==> src/rtl/store_align_unit_pkg.sv <==
// ----------------------------------------------------------------------------
// store_align_unit_pkg
//   Shared types and constants for the store alignment path.
//   - mem_size_e : store access width as encoded on st_size
//   - st_state_e : state encoding of the store sequencer
//   - LANES      : byte lanes on the data-memory bus
//   - size_mask  : contiguous byte mask for an access width (0 for reserved)
// ----------------------------------------------------------------------------
package store_align_unit_pkg;

    localparam int LANES = 4;

    typedef enum logic [1:0] {
        MEM_B    = 2'b00,
        MEM_H    = 2'b01,
        MEM_W    = 2'b10,
        MEM_RSVD = 2'b11
    } mem_size_e;

    typedef enum logic [2:0] {
        IDLE  = 3'd0,
        BEAT0 = 3'd1,
        BEAT1 = 3'd2,
        DONE  = 3'd3,
        ERR   = 3'd4
    } st_state_e;

    // Contiguous low-order byte mask, (1 << nbytes) - 1.
    function automatic logic [LANES-1:0] size_mask(input mem_size_e size);
        logic [LANES-1:0] mask;
        case (size)
            MEM_B:   mask = 4'b0001;
            MEM_H:   mask = 4'b0011;
            MEM_W:   mask = 4'b1111;
            default: mask = 4'b0000;
        endcase
        return mask;
    endfunction

endpackage

==> src/rtl/store_lane_shifter.sv <==
// ----------------------------------------------------------------------------
// store_lane_shifter
//   Combinational lane math for one store. The narrowed operand and its byte
//   mask are shifted across an 8-lane (two-word) window so that a store that
//   crosses a word boundary shows up as lanes 4..7.
//   Ports:
//     size_i     access width
//     off_i      byte offset within the word (addr[1:0])
//     data_i     store operand, low 8/16/32 bits used
//     be8_o      byte enables over the two-word window
//     data64_o   lane-shifted data over the two-word window
//     split_o    store touches the second word
//     size_err_o reserved width requested
// ----------------------------------------------------------------------------
module store_lane_shifter
    import store_align_unit_pkg::*;
(
    input  mem_size_e   size_i,
    input  logic [1:0]  off_i,
    input  logic [31:0] data_i,
    output logic [7:0]  be8_o,
    output logic [63:0] data64_o,
    output logic        split_o,
    output logic        size_err_o
);

    logic [31:0] narrow;

    always_comb begin
        narrow = 32'd0;
        case (size_i)
            MEM_B:   narrow = {24'd0, data_i[7:0]};
            MEM_H:   narrow = {16'd0, data_i[15:0]};
            MEM_W:   narrow = data_i;
            default: narrow = 32'd0;
        endcase
    end

    assign be8_o      = {4'd0, size_mask(size_i)} << off_i;
    assign data64_o   = {32'd0, narrow} << {off_i, 3'b000};
    assign split_o    = |be8_o[7:4];
    assign size_err_o = (size_i == MEM_RSVD);

endmodule

==> src/rtl/store_align_unit.sv <==
// ----------------------------------------------------------------------------
// store_align_unit
//   Narrows a store operand to byte/half/word, places it on the correct byte
//   lanes of a word-addressed bus and issues one or two bus beats. A store
//   that crosses a word boundary is split into two beats (or rejected when
//   ALLOW_MISALIGNED is 0).
//   Ports:
//     clk, rst_n                 clock, asynchronous active-low reset
//     st_valid/st_ready          store request handshake
//     st_addr/st_data/st_size    request payload
//     st_done                    pulse: store fully written
//     st_err                     pulse: store rejected, no bus traffic
//     mem_req/mem_gnt            bus beat handshake
//     mem_addr/mem_wdata/mem_be  bus beat payload (zero when no beat)
// ----------------------------------------------------------------------------
module store_align_unit
    import store_align_unit_pkg::*;
#(
    parameter int XLEN             = 32,
    parameter bit ALLOW_MISALIGNED = 1'b1
) (
    input  logic            clk,
    input  logic            rst_n,
    input  logic            st_valid,
    output logic            st_ready,
    input  logic [XLEN-1:0] st_addr,
    input  logic [XLEN-1:0] st_data,
    input  logic [1:0]      st_size,
    output logic            st_done,
    output logic            st_err,
    output logic            mem_req,
    input  logic            mem_gnt,
    output logic [XLEN-1:0] mem_addr,
    output logic [XLEN-1:0] mem_wdata,
    output logic [LANES-1:0] mem_be
);

    st_state_e state_q, state_d;

    // Captured request, already in lane form.
    logic [XLEN-3:0] word_q;
    logic [7:0]      be8_q;
    logic [63:0]     data64_q;
    logic            split_q;

    logic [7:0]  sh_be8;
    logic [63:0] sh_data64;
    logic        sh_split;
    logic        sh_size_err;

    store_lane_shifter u_shifter (
        .size_i     (mem_size_e'(st_size)),
        .off_i      (st_addr[1:0]),
        .data_i     (st_data),
        .be8_o      (sh_be8),
        .data64_o   (sh_data64),
        .split_o    (sh_split),
        .size_err_o (sh_size_err)
    );

    logic accept;
    logic reject;

    assign accept = st_valid && (state_q == IDLE);
    assign reject = sh_size_err || (sh_split && !ALLOW_MISALIGNED);

    always_comb begin
        state_d = state_q;
        case (state_q)
            IDLE:  if (accept) state_d = reject ? ERR : BEAT0;
            BEAT0: if (mem_gnt) state_d = split_q ? BEAT1 : DONE;
            BEAT1: if (mem_gnt) state_d = DONE;
            DONE:  state_d = IDLE;
            ERR:   state_d = IDLE;
            default: state_d = IDLE;
        endcase
    end

    always_ff @(posedge clk or negedge rst_n) begin
        if (!rst_n) begin
            state_q  <= IDLE;
            word_q   <= '0;
            be8_q    <= '0;
            data64_q <= '0;
            split_q  <= 1'b0;
        end else begin
            state_q <= state_d;
            if (accept && !reject) begin
                word_q   <= st_addr[XLEN-1:2];
                be8_q    <= sh_be8;
                data64_q <= sh_data64;
                split_q  <= sh_split;
            end
        end
    end

    // Payload is decoded from registered state only, so it cannot move while
    // a beat waits for its grant. The +1 on the word index wraps at the top of
    // the address space.
    always_comb begin
        mem_req   = 1'b0;
        mem_addr  = '0;
        mem_wdata = '0;
        mem_be    = '0;
        case (state_q)
            BEAT0: begin
                mem_req   = 1'b1;
                mem_addr  = {word_q, 2'b00};
                mem_wdata = data64_q[31:0];
                mem_be    = be8_q[3:0];
            end
            BEAT1: begin
                mem_req   = 1'b1;
                mem_addr  = {word_q + 1'b1, 2'b00};
                mem_wdata = data64_q[63:32];
                mem_be    = be8_q[7:4];
            end
            default: ;
        endcase
    end

    assign st_ready = (state_q == IDLE);
    assign st_done  = (state_q == DONE);
    assign st_err   = (state_q == ERR);

endmodule
==> config.mk <==
export PLATFORM = sky130hd
export DESIGN_NAME = store_align_unit
export DESIGN_NICKNAME = d
export VERILOG_FILES = /design/src/rtl/store_align_unit_pkg.sv /design/src/rtl/store_lane_shifter.sv /design/src/rtl/store_align_unit.sv
export SDC_FILE = /design/constraint.sdc
export NUM_CORES = 1
export LEC_CHECK = 0
export BUFFER_PORTS_ARGS = -buffer_cell sky130_fd_sc_hd__buf_2
export CORE_AREA = 2 2 122 124
export DETAILED_ROUTE_END_ITERATION = 10
export DIE_AREA = 0 0 124 126
export GPL_ROUTABILITY_DRIVEN = 0
export GPL_TIMING_DRIVEN = 0
export PLACE_DENSITY_LB_ADDON = 0.2
export SYNTH_ARGS = -nofsm -noshare
export SYNTH_HDL_FRONTEND = slang
export SYNTH_HIERARCHICAL = 1
export SYNTH_SLANG_ARGS = --single-unit
==> constraint.sdc <==
create_clock -name clk -period 4.33 [get_ports clk]
set_input_delay 0.866 -clock clk [delete_from_list [all_inputs] [get_ports clk]]
set_output_delay 0.866 -clock clk [all_outputs]
set_load 0.02 [all_outputs]
==> run summary <==
Worst Path Max Fanout - 10
Initial DRC Count - 800
Core Area - 14310 µm²
Synth Flop Type - dfrtp_1
Nets - 899
Vias - 6185
leading area contributor after synthesis - dfrtp_1
RSZ-0062 raised after global routing - no
per-cell routed wire length - 19.87 µm
Via density - 6.106
TritonCTS Sinks - 106
setup bufs post-CTS - 0
CTS Hold Bufs - 0
Layout Area Growth over Synthesis - 20.19%
Worst EP required - 3.46 ns
later-pin clock latency in the skew report - 0.36 ns
final hold viol count - 0
final cell utilization of the core - 55.10%
Mapped Cells - 663
die width - 124 µm
Tcrit/Tclk final - 88.64%
Buffers on Ports - 139
first-pass GRT wire length - 30590 µm
site row count - 44
critical path type - reg -> out
crit path capture type - output pin
final worst setup slack - 0.4920 ns
Slew HR - 29.32%
Pre-Repair DR Iteration Count - 7
fill cell count - 1290
clock skew - 0.01230 ns
gr ovfl total - 0
post-synthesis cell area - 6563 µm²
syn_area_per_cell - 9.898 µm²
antenna violations before repair - 1
Max VDD drop - 269.9 µV
Max Clk Rate - 260.6 MHz
largest net degree at the start of global routing - 61
Post-Route WL - 20130 µm
CP Buf/Inv Count - 4
maxcap violations - 0
power consumption - 5.132 mW
worst slack, placed - 0.9063 ns
Global Route Usage Sum - 25.39%
antenna viol nets, final - 0
die height - 126 µm
Seq/Total Area, Yosys - 40.42%
top post-synthesis cells by area - dfrtp_1, mux2_2, a22o_1, a31oi_1, nand2_1
Max stage delay on crit path - 0.52 ns
Hold Crit Class - reg -> reg
Synth Warn # - 6
Post-route DRC - 0
worst-case clock buffer depth - 2
synthesis-stage register bit count - 106
clock period minus worst slack - 3.838 ns
Final TNS setup - 0 ns
initial core utilization - 45.85%
Power Density - 650.6 nW/µm²
vias in the first global route - 5949
Synth cell types - 52
Least-Margin Pin Slew - 1.052 ns
cells along the critical path - clkbuf_1 > nor3b_1 > clkbuf_1 > buf_1 > nand3_1 > o21ai_0 > buf_2
Startpoint Class - register
most used cell along the critical path - clkbuf_1
leakage - 3.722 nW
die footprint - 15620 µm²
CTS clk-pin slew, worst paths - 0.07 ns
Worst path top cell family by delay - buffers and inverters
Final setup viols - 0
area fraction of the dominant cell type after synthesis - 40.42%
asr flop ratio synth - 100.0%
I/O Pins - 142
slowest CP cell - buf_1
post-CTS sizing - 0
CTS tree - built
Post-synth EDFFs - 0
status - completed
post-DP HPWL - 15150 µm
CTS Buf Count - 9
arrival time at the worst endpoint - 2.97 ns
max-slew violations - 0
root buffer cell - clkbuf_16
share of cells above drive strength 1 - 36.59%
H-tree levels - 3
## layout by cell type, fill, tap and decap left out, drive strengths merged, types with 2 or more instances in the layout
| master | synthesis | layout |
|---|---|---|
| buf | 38 | 178 |
| dfrtp | 106 | 106 |
| mux2 | 104 | 104 |
| nand2 | 44 | 44 |
| clkbuf | 32 | 42 |
| nor2 | 39 | 39 |
| a22o | 39 | 39 |
| a31oi | 33 | 33 |
| o21ai | 22 | 22 |
| nand3 | 18 | 18 |
| a21oi | 16 | 16 |
| inv | 13 | 16 |
| and3 | 13 | 13 |
| nor3 | 12 | 12 |
| nand4 | 12 | 12 |
| mux2i | 11 | 11 |
| nor2b | 11 | 11 |
| conb | 2 | 11 |
| and2 | 11 | 11 |
| a32oi | 10 | 10 |
| nor4 | 9 | 9 |
| a22oi | 8 | 8 |
| a221o | 8 | 8 |
| ha | 6 | 6 |
| or3 | 5 | 5 |
| nand3b | 4 | 4 |
| nand2b | 4 | 4 |
| o311ai | 4 | 4 |
| nor3b | 3 | 3 |
| or4 | 3 | 3 |
| a41oi | 3 | 3 |
| o211ai | 3 | 3 |
| or3b | 2 | 2 |
| o21ba | 2 | 2 |
| or2 | 2 | 2 |
| o31ai | 2 | 2 |
| bufinv | 0 | 2 |
## kinds of logic (layout without fill, tap and decap cells)
| family | Yosys count | after routing | synth area share, % |
|---|---|---|---|
| AND/OR/NAND/NOR | 195 | 195 | 15.65 |
| AO/OA/AOI/OAI | 156 | 156 | 17.26 |
| multiplexers | 115 | 115 | 19.52 |
| flip-flops | 106 | 106 | 40.42 |
| buffers and inverters | 83 | 239 | 5.891 |
| adder cells (fa/ha/maj) | 6 | 6 | 1.144 |
| other | 2 | 12 | 0.1144 |
## final timing paths
path | slack, ns | cells after the start | to | start
worst max-delay path | 0.49 | 7 | mem_addr[16] | state_q[0]
worst min-delay path | 0.51 | 1 | data64_q[54] | data64_q[54]
worst max register to register | 1.99 | 7 | data64_q[51] | state_q[2]
max in group asynchronous | 3.04 | 2 | data64_q[2] | rst_n
worst min register to register | 0.51 | 1 | data64_q[54] | data64_q[54]
min in group asynchronous | 0.59 | 1 | word_q[18] | rst_n
## cells in the mapped netlist, types with 12 or more instances
cell type / instances
dfrtp_1: 106
mux2_2: 104
nand2_1: 44
a22o_1: 39
nor2_1: 39
a31oi_1: 33
clkbuf_1: 32
o21ai_0: 22
buf_2: 21
nand3_1: 18
a21oi_1: 16
inv_1: 13
and3_1: 12
nor3_1: 12
## where the power goes
| part | switching, mW | internal (mW) |
|---|---|---|
| clock | 0.392 | 0.530 |
| combinational | 1.45 | 1.00 |
| sequential | 0.368 | 1.39 |
## registers in the layout, summed over array words and instances, names as in the netlist
signal,count
split_q,1
word_q,30
be8_q,8
data64_q,64
state_q,3
## layout make-up
type                            count  area (µm²)  area share, %
Buffer                             70       337.8          4.283
Inverter                           13       48.80         0.6187
Tap cell                          184       230.2          2.919
Antenna cell                        1       2.502        0.03173
Timing Repair Buffer              140       725.7          9.201
Sequential cell                   106        2653          33.63
Clock inverter                      6       93.84          1.190
Clock buffer                       10       239.0          3.030
Multi-Input combinational cell    483        3557          45.10
## metal layers
metal / share of wire (%) / global-route usage, % / vias up
met4: 4.1 / 11.24 / 0
met3: 8.8 / 6.024 / 57
li1: - / - / 2780
met5: 0 / 0 / -
met1: 40 / 32.68 / 2975
met2: 47 / 40.50 / 373
## per-stage QoR
| step | hold slack, ns | cells | area [µm²] |
|---|---|---|---|
| 5_1_grt | 0.5245 | 1013 | 7888 |
| 3_5_place_dp | 0.4959 | 996 | 7552 |
| 3_3_place_gp | 0.4892 | 995 | 7522 |
| 4_1_cts | 0.5125 | 1012 | 7885 |
| 2_1_floorplan | 0.4811 | 672 | 6596 |
| 6_report | 0.5099 | 1013 | 7888 |
No activity file was read; power rests on OpenSTA's default activity.
